==> src/rtl/spram_rr_arbiter.sv <==
// rtl/spram_rr_arbiter.sv - round-robin arbiter sharing one single-port RAM with burst hold
module spram_rr_arbiter #(
   parameter int NREQ      = 4,
   parameter int AW        = 3,
   parameter int DW        = 16,
   parameter int MAX_BURST = 2
) (
   input  logic                 clk,
   input  logic                 rst_n,
   input  logic [NREQ-1:0]      req,
   input  logic [NREQ-1:0]      we,
   input  logic [NREQ*AW-1:0]   addr,
   input  logic [NREQ*DW-1:0]   wdata,
   output logic [NREQ-1:0]      gnt,
   output logic [NREQ-1:0]      rvalid,
   output logic [DW-1:0]        rdata,
   output logic                 ram_ce,
   output logic                 ram_we,
   output logic [AW-1:0]        ram_addr,
   output logic [DW-1:0]        ram_wdata,
   input  logic [DW-1:0]        ram_rdata
);

   localparam int LW = (NREQ > 1) ? $clog2(NREQ) : 1;
   localparam int BW = $clog2(MAX_BURST + 1);
   localparam logic [LW-1:0] LAST_RST  = LW'(NREQ - 1);
   localparam logic [BW-1:0] BURST_SAT = BW'(MAX_BURST);

   logic [LW-1:0]   last_owner_q, last_owner_d;
   logic [BW-1:0]   burst_cnt_q, burst_cnt_d;
   logic            prev_gnt_q, prev_gnt_d;
   logic [NREQ-1:0] rd_owner_q, rd_owner_d;
   logic            hold;
   logic            found;
   int              rot_idx;

   // Grant selection: keep the current owner while its burst allowance lasts,
   // otherwise search round-robin starting just after the last owner.
   always_comb begin
      gnt     = '0;
      found   = 1'b0;
      rot_idx = 0;
      hold    = req[last_owner_q] && prev_gnt_q &&
                (int'(burst_cnt_q) < (MAX_BURST - 1));
      if (hold) begin
         gnt[last_owner_q] = 1'b1;
      end else begin
         for (int k = 1; k <= NREQ; k++) begin
            rot_idx = (int'(last_owner_q) + k) % NREQ;
            if (!found && req[rot_idx]) begin
               gnt[rot_idx] = 1'b1;
               found        = 1'b1;
            end
         end
      end
   end

   // Next-state: owner/burst bookkeeping and the one-cycle read-return tag.
   always_comb begin
      last_owner_d = last_owner_q;
      burst_cnt_d  = '0;
      prev_gnt_d   = |gnt;
      rd_owner_d   = gnt & ~we;
      if (|gnt) begin
         for (int i = 0; i < NREQ; i++) begin
            if (gnt[i]) begin
               last_owner_d = LW'(i);
            end
         end
         // Only a hold extends the burst; any rotate win starts a fresh one.
         if (hold) begin
            burst_cnt_d = (burst_cnt_q == BURST_SAT) ? burst_cnt_q : burst_cnt_q + 1'b1;
         end
      end
   end

   // State registers, cleared asynchronously so a pending read return is dropped.
   always_ff @(posedge clk or negedge rst_n) begin
      if (!rst_n) begin
         last_owner_q <= LAST_RST;
         burst_cnt_q  <= '0;
         prev_gnt_q   <= 1'b0;
         rd_owner_q   <= '0;
      end else begin
         last_owner_q <= last_owner_d;
         burst_cnt_q  <= burst_cnt_d;
         prev_gnt_q   <= prev_gnt_d;
         rd_owner_q   <= rd_owner_d;
      end
   end

   // RAM port mux: granted requester's slice, zeros when idle.
   always_comb begin
      ram_addr  = '0;
      ram_wdata = '0;
      for (int i = 0; i < NREQ; i++) begin
         if (gnt[i]) begin
            ram_addr  = addr[i*AW +: AW];
            ram_wdata = wdata[i*DW +: DW];
         end
      end
      ram_ce = |gnt;
      ram_we = |(gnt & we);
   end

   assign rvalid = rd_owner_q;
   assign rdata  = (|rd_owner_q) ? ram_rdata : '0;

endmodule
==> config.mk <==
export PLATFORM = sky130hd
export DESIGN_NAME = spram_rr_arbiter
export DESIGN_NICKNAME = d
export VERILOG_FILES = /design/src/rtl/spram_rr_arbiter.sv
export SDC_FILE = /design/constraint.sdc
export NUM_CORES = 1
export LEC_CHECK = 0
export CORE_MARGIN = 1.5
export CORE_UTILIZATION = 32
export CTS_BUF_LIST = sky130_fd_sc_hd__clkbuf_4 sky130_fd_sc_hd__clkbuf_8 sky130_fd_sc_hd__clkbuf_16
export DETAILED_ROUTE_END_ITERATION = 12
export GPL_TIMING_DRIVEN = 1
export PLACE_DENSITY_LB_ADDON = 0.25
export SLEW_MARGIN = 20
export SYNTH_ARGS = -nofsm -noshare
export SYNTH_HDL_FRONTEND = slang
export SYNTH_SLANG_ARGS = --single-unit
==> constraint.sdc <==
create_clock -name clk -period 4.4 [get_ports clk]
set_clock_uncertainty 0.1 [all_clocks]
set_input_delay 0.44 -clock clk [delete_from_list [all_inputs] [get_ports clk]]
set_output_delay 0.44 -clock clk [all_outputs]
set_load 0.02 [all_outputs]
======== Yosys cells after proc, flatten, opt, wreduce, memory -nomap -nowiden ========
Index checks and enable logic that the tools add are counted.
storage, ports and cells
  bits in registers ....................... 9
  bits in latches ......................... 0
  RAM bits ................................ 0
  memory bits (read-only) ................. 0
  output and inout port bits .............. 45
  word-level logic and storage cells ...... 108
  memories kept ........................... 0
operators by class
  $add $sub $neg .......................... 5
  multiply operators ...................... 0
  divide/modulo/power cells ............... 0
  order comparisons ....................... 11
  equal/unequal tests ..................... 2
  shift operators ......................... 0
  multiplexer cells ....................... 54
  bitwise logic cells ..................... 10
  reductions and logical operators ........ 22
operator list
  cell                   count
  $mux W16               5
  $mux W4                8
  $mux W1                20
  $lt A3 B4 Y1 const B   4
  $mux W2                7
  $ge A3 B1 Y1 const B   4
  $mux W3                4
  $or A4 B4 Y4           3
  $reduce_or A4 Y1       3
  $bmux W1 S2            5
  $demux W1 S2           5
  $logic_and A1 B1 Y1    10
  $and A4 B4 Y4          2
  $reduce_or A2 Y1       4
  $add A2 B1 Y2 const B  3
  $add A2 B2 Y2 const B  2
  $and A1 B1 Y1 const A  4
  $not A4 Y4             1
  $reduce_bool A4 Y1     1
  $logic_not A1 Y1       3
  $lt A2 B3 Y1 const B   1
  $ne A3 B3 Y1 const B   1
  $eq A2 B2 Y1 const B   1
  $ge A2 B1 Y1 const B   1
  2 further kinds        2

======== Longest topological paths before layout ========
Gate-level depths: netlist of the first run.
  depth after elaboration ................. 24
  gate-level depth with buffers ........... 11
  mapped depth without buffers ............ 9

======== Worst setup path after synthesis of the first run ========
No wires, ideal clock.
  path kind ............................... reg-to-output
  from .................................... reg last_owner_q[1]
  to ...................................... out ram_wdata[10]
  data arrival time ....................... 3.326 ns
  setup slack ............................. 0.534 ns
  stages on the path, launching flop included .. 11
  cells stage by stage .................... dfstp_2 > clkbuf_1 > inv_1 > ha_1 > mux4_2 > o31a_1 > nor2b_4 > a22o_2 > buf_2 > a311oi_1 > o22ai_1
RTL lines
  what                                                                         RTL line  RTL
  start, declared                                                              29        logic [LW-1:0] last_owner_q, last_owner_d;
  start signal, assigned                                                       85        last_owner_q <= last_owner_d;
  $add A2 B1 Y2                                                                49        rot_idx = (int'(last_owner_q) + k) % NREQ;
  $reduce_or A2 Y1 (no line) / $bmux W1 S2 (equally long branches)             --
  $and A1 B1 Y1 (no line) / $mux W1 (equally long branches)                    --
  $lt A3 B4 Y1 (not written as such), or another cell as far along             51        gnt[rot_idx] = 1'b1;
  $logic_and A1 B1 Y1 (not written as such) / $mux W1 (equally long branches)  51, 50
  $mux W1 (on tied branches)                                                   51, 45
  $demux W1 S2 / $logic_not A1 Y1 (equally long branches)                      51, 50
  $mux W4 / $logic_and A1 B1 Y1 (equally long branches)                        50        if (!found && req[rot_idx]) begin
  (+4 left out)                                                                --
  $or A4 B4 Y4 (no line) / $mux W1 (equally long branches)                     --
  $mux W4 / $mux W1 (equally long branches)                                    50, 45
  $mux W4 / $logic_not A1 Y1 (equally long branches)                           45, 50
  $or A4 B4 Y4 (no line) / $logic_and A1 B1 Y1 (equally long branches)         --
  $mux W4                                                                      50
  $mux W4 *                                                                    45        if (hold) begin
  named net gnt[1]                                                             14        output logic [NREQ-1:0] gnt,
  $mux W16 * (3 in series)                                                     97        if (gnt[i]) begin
  end, declared                                                                20        output logic [DW-1:0] ram_wdata,
Mark *: on every way through the listed nets, which the timed path passes. The rest lies on a longest branch. The select of a mux whose other input is x is not followed.

======== Worst setup path after layout of the first run ========
  from .................................... reg last_owner_q[1]
  to ...................................... out ram_wdata[15]
on the way
  cells in the longest elaborated chain, start to end .. 22
RTL lines
  what                                                                         RTL line
  $add A2 B1 Y2                                                                49
  $reduce_or A2 Y1 (no line) / $bmux W1 S2 (equally long branches)             --
  $and A1 B1 Y1 (no line) / $mux W1 (equally long branches)                    --
  $lt A3 B4 Y1 (not written as such), or another cell as far along             51
  $logic_and A1 B1 Y1 (not written as such) / $mux W1 (equally long branches)  51, 50
  $mux W1 (on tied branches)                                                   51, 45
  $demux W1 S2 / $logic_not A1 Y1 (equally long branches)                      51, 50
  $mux W4 / $logic_and A1 B1 Y1 (equally long branches)                        50
  (+4 left out)                                                                --
  $or A4 B4 Y4 (no line) / $mux W1 (equally long branches)                     --
  $mux W4 / $mux W1 (equally long branches)                                    50, 45
  $mux W4 / $logic_not A1 Y1 (equally long branches)                           45, 50
  $or A4 B4 Y4 (no line) / $logic_and A1 B1 Y1 (equally long branches)         --
  $mux W4                                                                      50
  $mux W4 *                                                                    45
  $mux W16 (3 in series)                                                       97
  $mux W16 *                                                                   97
Mark *: on every way between the ends. The rest lies on a longest branch, timed or not. The select of a mux whose other input is x is not followed.

==> metrics.md, run 1 <==
| Metric | Value |
|---|---|
| Status | complete, no violations |
| Cells after synthesis | around 210 |
| # setup viols final | 0 |
| Chip width | between 70 and 80 um |
| Final setup margin | 0.121 ns |
| DR pass1 iterations | 4 |
| Layout cells sized above 1 | 0.0868 |
| Max Fclk | 234 MHz |
| Num CTS Buffers | 3 |
| CTS tree | done |
| Row cnt | 26 |
| Worst setup SP type | flop |
| Max cap viols | 0 |
| DRT Wirelength | between 6000 and 7000 um |
| Largest net degree at the start of global routing | 23 |
| Area share of the largest cell type after synthesis | 0.104 |
| Nets | 470 |
| Number of diodes | 0 |
| Initial Util | 0.330 |
| ANT nets after route | 0 |
| Met2 routed WL | 3200 um |
| Post-route insts no fill | ~430 |
| Post-synthesis sequential area ratio | 0.135 |
| First-pass GRT wire length | 9090 um |
| CTS Root Cell | clkbuf_8 |
| CP arrival | around 3.7 ns |
| YS warnings | 0 |
| Final period util | 0.973 |
| Via density | ~5.3 |
| Vias in the first global route | 2082 |
| Post-Syn Nets | ~330 |
| IO Pins | between 100 and 150 |
| Synth area leaders | a311oi_1, dfrtp_1, a21boi_0 |
| All-Layer GR Usage | 0.204 |
| DR iter-0 viols | 50 |
| Critical path peak fanout | 22 |
| Post-Syn Area per Cell | just under 8 um^2 |
| Vias | ~2300 |
| Post-layout min period | between 4 and 5 ns |
| DRC | 0 |
| Place WS | 0.223 ns |
| Clk_lat worst skew | about 0.24 ns |
| Ys flop type | dfrtp_1 |
| Clk sinks | 9 |
| Crit. End Element | output port |
| Setup CP Type | flop to output port |
| Synth area leader | a311oi_1 |
| Die Y | roughly 76 um |
| Unique cell type count in the Yosys netlist | 45 |
| Number of synthesized flops with an enable pin | 0 |
| Worst-Margin Slew | between 0.7 and 0.8 ns |
| Initial antenna violation count | 0 |
| Gpl congestion | just under 0.9 |
| CTS Buffer Depth | 2 |
| Final-report max-slew violation count | 0 |
| Top sig layer | met4 |
| Hold Vio Cnt, Final | 0 |
| DPL Wire Length | 5020 um |
| Most frequent cells after synthesis | inv_1, nor2_1, a311oi_1, o22ai_1 |
| Slew HR | 0.515 |
| Post-Syn Area | 0.00169 mm^2 |
| Htree depth | 1 |
| Number of port buffers | between 100 and 150 |
| Worst path required time | 3.86 ns |
| Placed Cells | roughly 420 |
| Min-delay worst type | input pin to asynchronous set/reset pin |
| Core footprint | 0.00511 mm^2 |
| Area grow syn2layout | 98.5% |
| Die area | 0.00571 mm^2 |
| DR WL/cell | roughly 15 um |
| FF+latch count, synth | 9 |
| WL met1 | between 2000 and 2500 um |
| Async set-reset flop share out of synthesis | 1.00 |
| RSZ-0062 raised after global routing | true |
| Gr ovfl total | 0 |
| FILL cells | 440 |
| DR WL met3 | around 600 um |
| Clk pin slew, worst setup/hold paths | ~0.050 ns |
| Most instantiated library cell after synthesis | inv_1 |
-- kinds of logic (layout without fill, tap and decap cells) --
kind of cell | count (synthesis) | count (layout) | share of synthesized area
AO/OA/AOI/OAI | 79 | 79 | 0.371
AND/OR/NAND/NOR | 61 | 61 | 0.209
buffers and inverters | 44 | 187 | 0.122
adder cells (fa/ha/maj) | 10 | 10 | 0.0742
multiplexers | 9 | 10 | 0.0832
flip-flops | 9 | 9 | 0.135
XOR/XNOR | 1 | 1 | 0.00520
-- placed cells by master, fill, tap and decap left out, types with 2 or more instances in the layout --
| cell | n |
|---|---|
| clkdlybuf4s50_1 | 134 |
| inv_1 | 27 |
| nor2_1 | 21 |
| o22ai_1 | 20 |
| a311oi_1 | 20 |
| nor2b_1 | 18 |
| a21boi_0 | 18 |
| dlymetal6s2s_1 | 12 |
| ha_1 | 9 |
| dfrtp_1 | 7 |
| buf_4 | 7 |
| nand2_1 | 6 |
| a21oi_1 | 5 |
| mux2i_1 | 5 |
| mux4_2 | 4 |
| nand2b_1 | 3 |
| clkbuf_8 | 3 |
| nand3_1 | 2 |
| a211o_1 | 2 |
| nand3b_1 | 2 |
| and2_1 | 2 |
| dfstp_2 | 2 |
-- layout make-up --
class / count / area (um^2) / share of cell area
multi-input cells: 161 / 1300 / 0.390
inverters: 29 / 114 / 0.0340
flip-flops and latches: 9 / 228 / 0.0681
well taps: 70 / 87.6 / 0.0262
repair buffers: 154 / 1560 / 0.467
clock buffers: 4 / 48.8 / 0.0146
-- routing by layer --
layer / GRT usage / vias up
met5: 0 / -
met4: 0.0536 / 0
met3: 0.0423 / 8
met2: 0.382 / 125
met1: 0.234 / 1041
li1: - / 1082
-- through the flow --
| step | utilization | instance area [um^2] | hold WS, ns | TNS (ns) |
|---|---|---|---|---|
| finish | 0.655 | 3350 | 0.406 | 0 |
| global route | 0.655 | 3350 | 0.436 | -0.00821 |
| CTS | 0.638 | 3260 | 0.422 | 0 |
| detailed placement | 0.627 | 3200 | 0.515 | 0 |
| global placement | 0.627 | 3200 | 0.512 | 0 |
| floorplan | - | 1690 | 0.0444 | 0 |
-- registers in the layout (all words and copies together) (netlist names) --
name          cells
rvalid            4
burst_cnt_q       2
last_owner_q      2
prev_gnt_q        1
-- what timing repair did --
action                     4_1_cts  5_1_grt
hold buffers                     0        0
setup buffers                    0        1
cloned                           0        1
setup endpoints to repair        8       20
resized for setup                1       13
-- worst paths after layout --
check                                      from         endpoint  slack, ns  cells past startpoint
worst max-delay path            last_owner_q[1]    ram_wdata[15]       0.12                      9
worst min-delay path                      rst_n       prev_gnt_q       0.41                      1
worst max register to register  last_owner_q[1]  last_owner_q[0]       1.31                      9
worst min register to register   burst_cnt_q[0]   burst_cnt_q[0]       0.55                      2
max in group asynchronous                 rst_n  last_owner_q[0]       3.47                      1
min in group clk                 burst_cnt_q[0]   burst_cnt_q[0]       0.55                      2
-- critical path, cell delays in order (launching register included) --
cell	delay, ns
dfstp_2	0.53
inv_1	0.08
ha_2	0.42
mux4_2	0.58
o31a_1	0.31
nand3b_4	0.28
and2_4	0.31
a311oi_1	0.31
o22ai_1	0.13
clkdlybuf4s50_1	0.55
Power of run 1 is left out: the tool's default activity adds up to more than one toggle a clock period on the data nets, which glitch-free logic cannot reach.
==> run 2: changes to the inputs <==
--- a/config.mk
+++ b/config.mk
@@ -5,11 +5,11 @@
 export SDC_FILE = /design/constraint.sdc
 export NUM_CORES = 1
 export LEC_CHECK = 0
-export CORE_MARGIN = 1.5
+export CORE_MARGIN = 10
 export CORE_UTILIZATION = 32
 export CTS_BUF_LIST = sky130_fd_sc_hd__clkbuf_4 sky130_fd_sc_hd__clkbuf_8 sky130_fd_sc_hd__clkbuf_16
 export DETAILED_ROUTE_END_ITERATION = 12
-export GPL_TIMING_DRIVEN = 1
+export HOLD_SLACK_MARGIN = 0.05
 export PLACE_DENSITY_LB_ADDON = 0.25
 export SLEW_MARGIN = 20
 export SYNTH_ARGS = -nofsm -noshare
==> metrics.md, run 2 (synthesized netlist as in run 1, its figures left out) <==
| Metric | Value |
|---|---|
| Worst path max stage delay | 0.64 ns (+0.06 ns) |
| Via density | 5.24 (-0.83%) |
| DRT Wirelength | 8050 um (+27%) |
| Area grow syn2layout | 92.8% |
| Largest net degree at the start of global routing | 24 (+4.3%) |
| ANT nets after route | 0 (unchanged) |
| CTS tree | done |
| Clk sinks | 9 (unchanged) |
| DPL Wire Length | 6510 um (+30%) |
| Min-delay worst type | input pin to asynchronous set/reset pin |
| All-Layer GR Usage | 0.171 (-0.0333) |
| Slowest CP cell | dfstp_2 |
| Max Fclk | 239 MHz (+2.2%) |
| DR WL/cell | 18.9 um (+27%) |
| Post-route insts no fill | 426 (-0.23%) |
| CP delay by family, top | compound AO/OA/AOI/OAI gates |
| Initial Util | 0.330 (unchanged) |
| Max FFs per register | 4 (unchanged) |
| Core footprint | 0.00511 mm^2 (unchanged) |
| Setup_tns | 0 ns (unchanged) |
| Vias in the first global route | 2307 (+11%) |
| Buf/Inv on CP | 4 (+2) |
| Critical path peak fanout | 10 (-55%) |
| CTS Buffer Depth | 2 (unchanged) |
| RSZ-0062 raised after global routing | false |
| IO Pins | 147 (unchanged) |
| DR pass1 iterations | 4 (unchanged) |
| Chip width | 92.6 um (+22%) |
| Final-report max-slew violation count | 0 (unchanged) |
| CP arrival | 3.65 ns (-0.09 ns) |
| Worst-Margin Slew | 0.723 ns (+0.000694 ns) |
| Clk_lat worst skew | 0.23 ns (about the same) |
| Hold_ws | 0.422 ns (+0.0167 ns) |
| Reg-to-reg endpoint | last_owner_q[1] |
| Number of port buffers | 146 (unchanged) |
| Commonest cells after routing, fill and taps aside | clkdlybuf4s50_1, inv_1, nor2_1 |
| Die area | 0.00857 mm^2 (+50%) |
| Setup CP Type | flop to output port |
| Reg-to-reg startpoint | last_owner_q[1] |
| Vias | 2232 (-1.1%) |
| Hold Vio Cnt, Final | 0 (unchanged) |
| Initial antenna violation count | 0 (unchanged) |
| DR iter-0 viols | 90 (+80%) |
| Worst path required time | 3.86 ns (about the same) |
| Slew HR | 0.514 (about the same) |
| Gr ovfl total | 0 (unchanged) |
| R2R depth | 8 (-1) |
| Die Y | 92.6 um (+22%) |
| DRC | 0 (unchanged) |
| CP most frequent cell | buf_4 |
| Num CTS Buffers | 3 (unchanged) |
| Most common cell after layout, fill and taps aside | clkdlybuf4s50_1 |
| # setup viols final | 0 (unchanged) |
| CTS Root Cell | clkbuf_8 |
| Worst R2R Setup Slack | 1.12 ns (-0.19 ns) |
| Gpl congestion | 0.940 (+5.1%) |
| Crit path from | last_owner_q[1] |
| First-pass GRT wire length | 12200 um (+34%) |
| Number of diodes | 0 (unchanged) |
| Layout cells sized above 1 | 0.121 (+0.0340) |
| Clk pin slew, worst setup/hold paths | 0.04 ns (about the same) |
| Nets | 469 (-0.21%) |
| Crit. End Element | output port |
| Cts hold-fix bufs | 0 (unchanged) |
| CP Cell Sequence | inv_1 > ha_2 > mux4_2 > a21oi_1 > o21ai_1 > a32oi_4 > buf_4 > nand4_4 > buf_4 > o22ai_1 > clkbuf_2 |
| Worst setup SP type | flop |
| Status | complete, no violations |
| Final period util | 0.951 (-0.0214) |
| Final setup margin | 0.215 ns (+0.0941 ns) |
| Placed Cells | 419 (-0.48%) |
| Post-layout min period | 4.19 ns (-0.0941 ns) |
| Htree depth | 1 (unchanged) |
| Place WS | 0.0314 ns (-0.191 ns) |
| Row cnt | 26 (unchanged) |
| Max cap viols | 0 (unchanged) |
==> run 2: changes by cell type in the layout (fill, tap and decap cells not counted), moves of 3 or more <==
cell / change
dlygate4sd2_1: +3
clkdlybuf4s50_1: -9
clkbuf_2: +11
dlymetal6s2s_1: -5
==> run 2: through the flow <==
step / utilization / cell area, um^2
after floorplan: - / 1690
after global placement: 0.624 / 3190
after detailed placement: 0.624 / 3190
after CTS: 0.635 / 3240
after global routing: 0.636 / 3250
final: 0.636 / 3250
==> run 2: how the worst max path moves through the flow <==
stage | end | slack (ns) | cells after the start
floorplan | ram_wdata[10] | 0.53 | 10
global placement | ram_wdata[11] | 0.1 | 9
detailed placement | ram_wdata[11] | 0.03 | 9
CTS | ram_wdata[6] | 0.002 | 10
global route | ram_wdata[14] | 0.02 | 9
finish | ram_wdata[11] | 0.21 | 11
==> run 2: layer usage <==
layer | part of all wire | global-route usage | routed length (um) | vias to the layer above
met5 | 0 | 0 | 0 | -
met4 | 0.0094 | 0.0296 | 76 | 0
met3 | 0.12 | 0.0791 | 973 | 9
met2 | 0.48 | 0.303 | 3880 | 123
met1 | 0.39 | 0.184 | 3120 | 1025
li1 | - | - | - | 1075
==> run 2: cell type report <==
class	instances	area (um^2)
fill	471	1860
timing repair buffer	153	1470
multi-input combinational	161	1290
sequential	9	228
inverter	29	119
tap	70	87.6
clock buffer	4	48.8
==> run 2: repair_timing <==
item                       in CTS  in global routing
resized for setup              16                 32
setup endpoints to repair      20                 20
cloned                          0                  1
setup buffers                   2                  0
pin swaps                       1                  1
Power of run 2 is left out for the same reason.
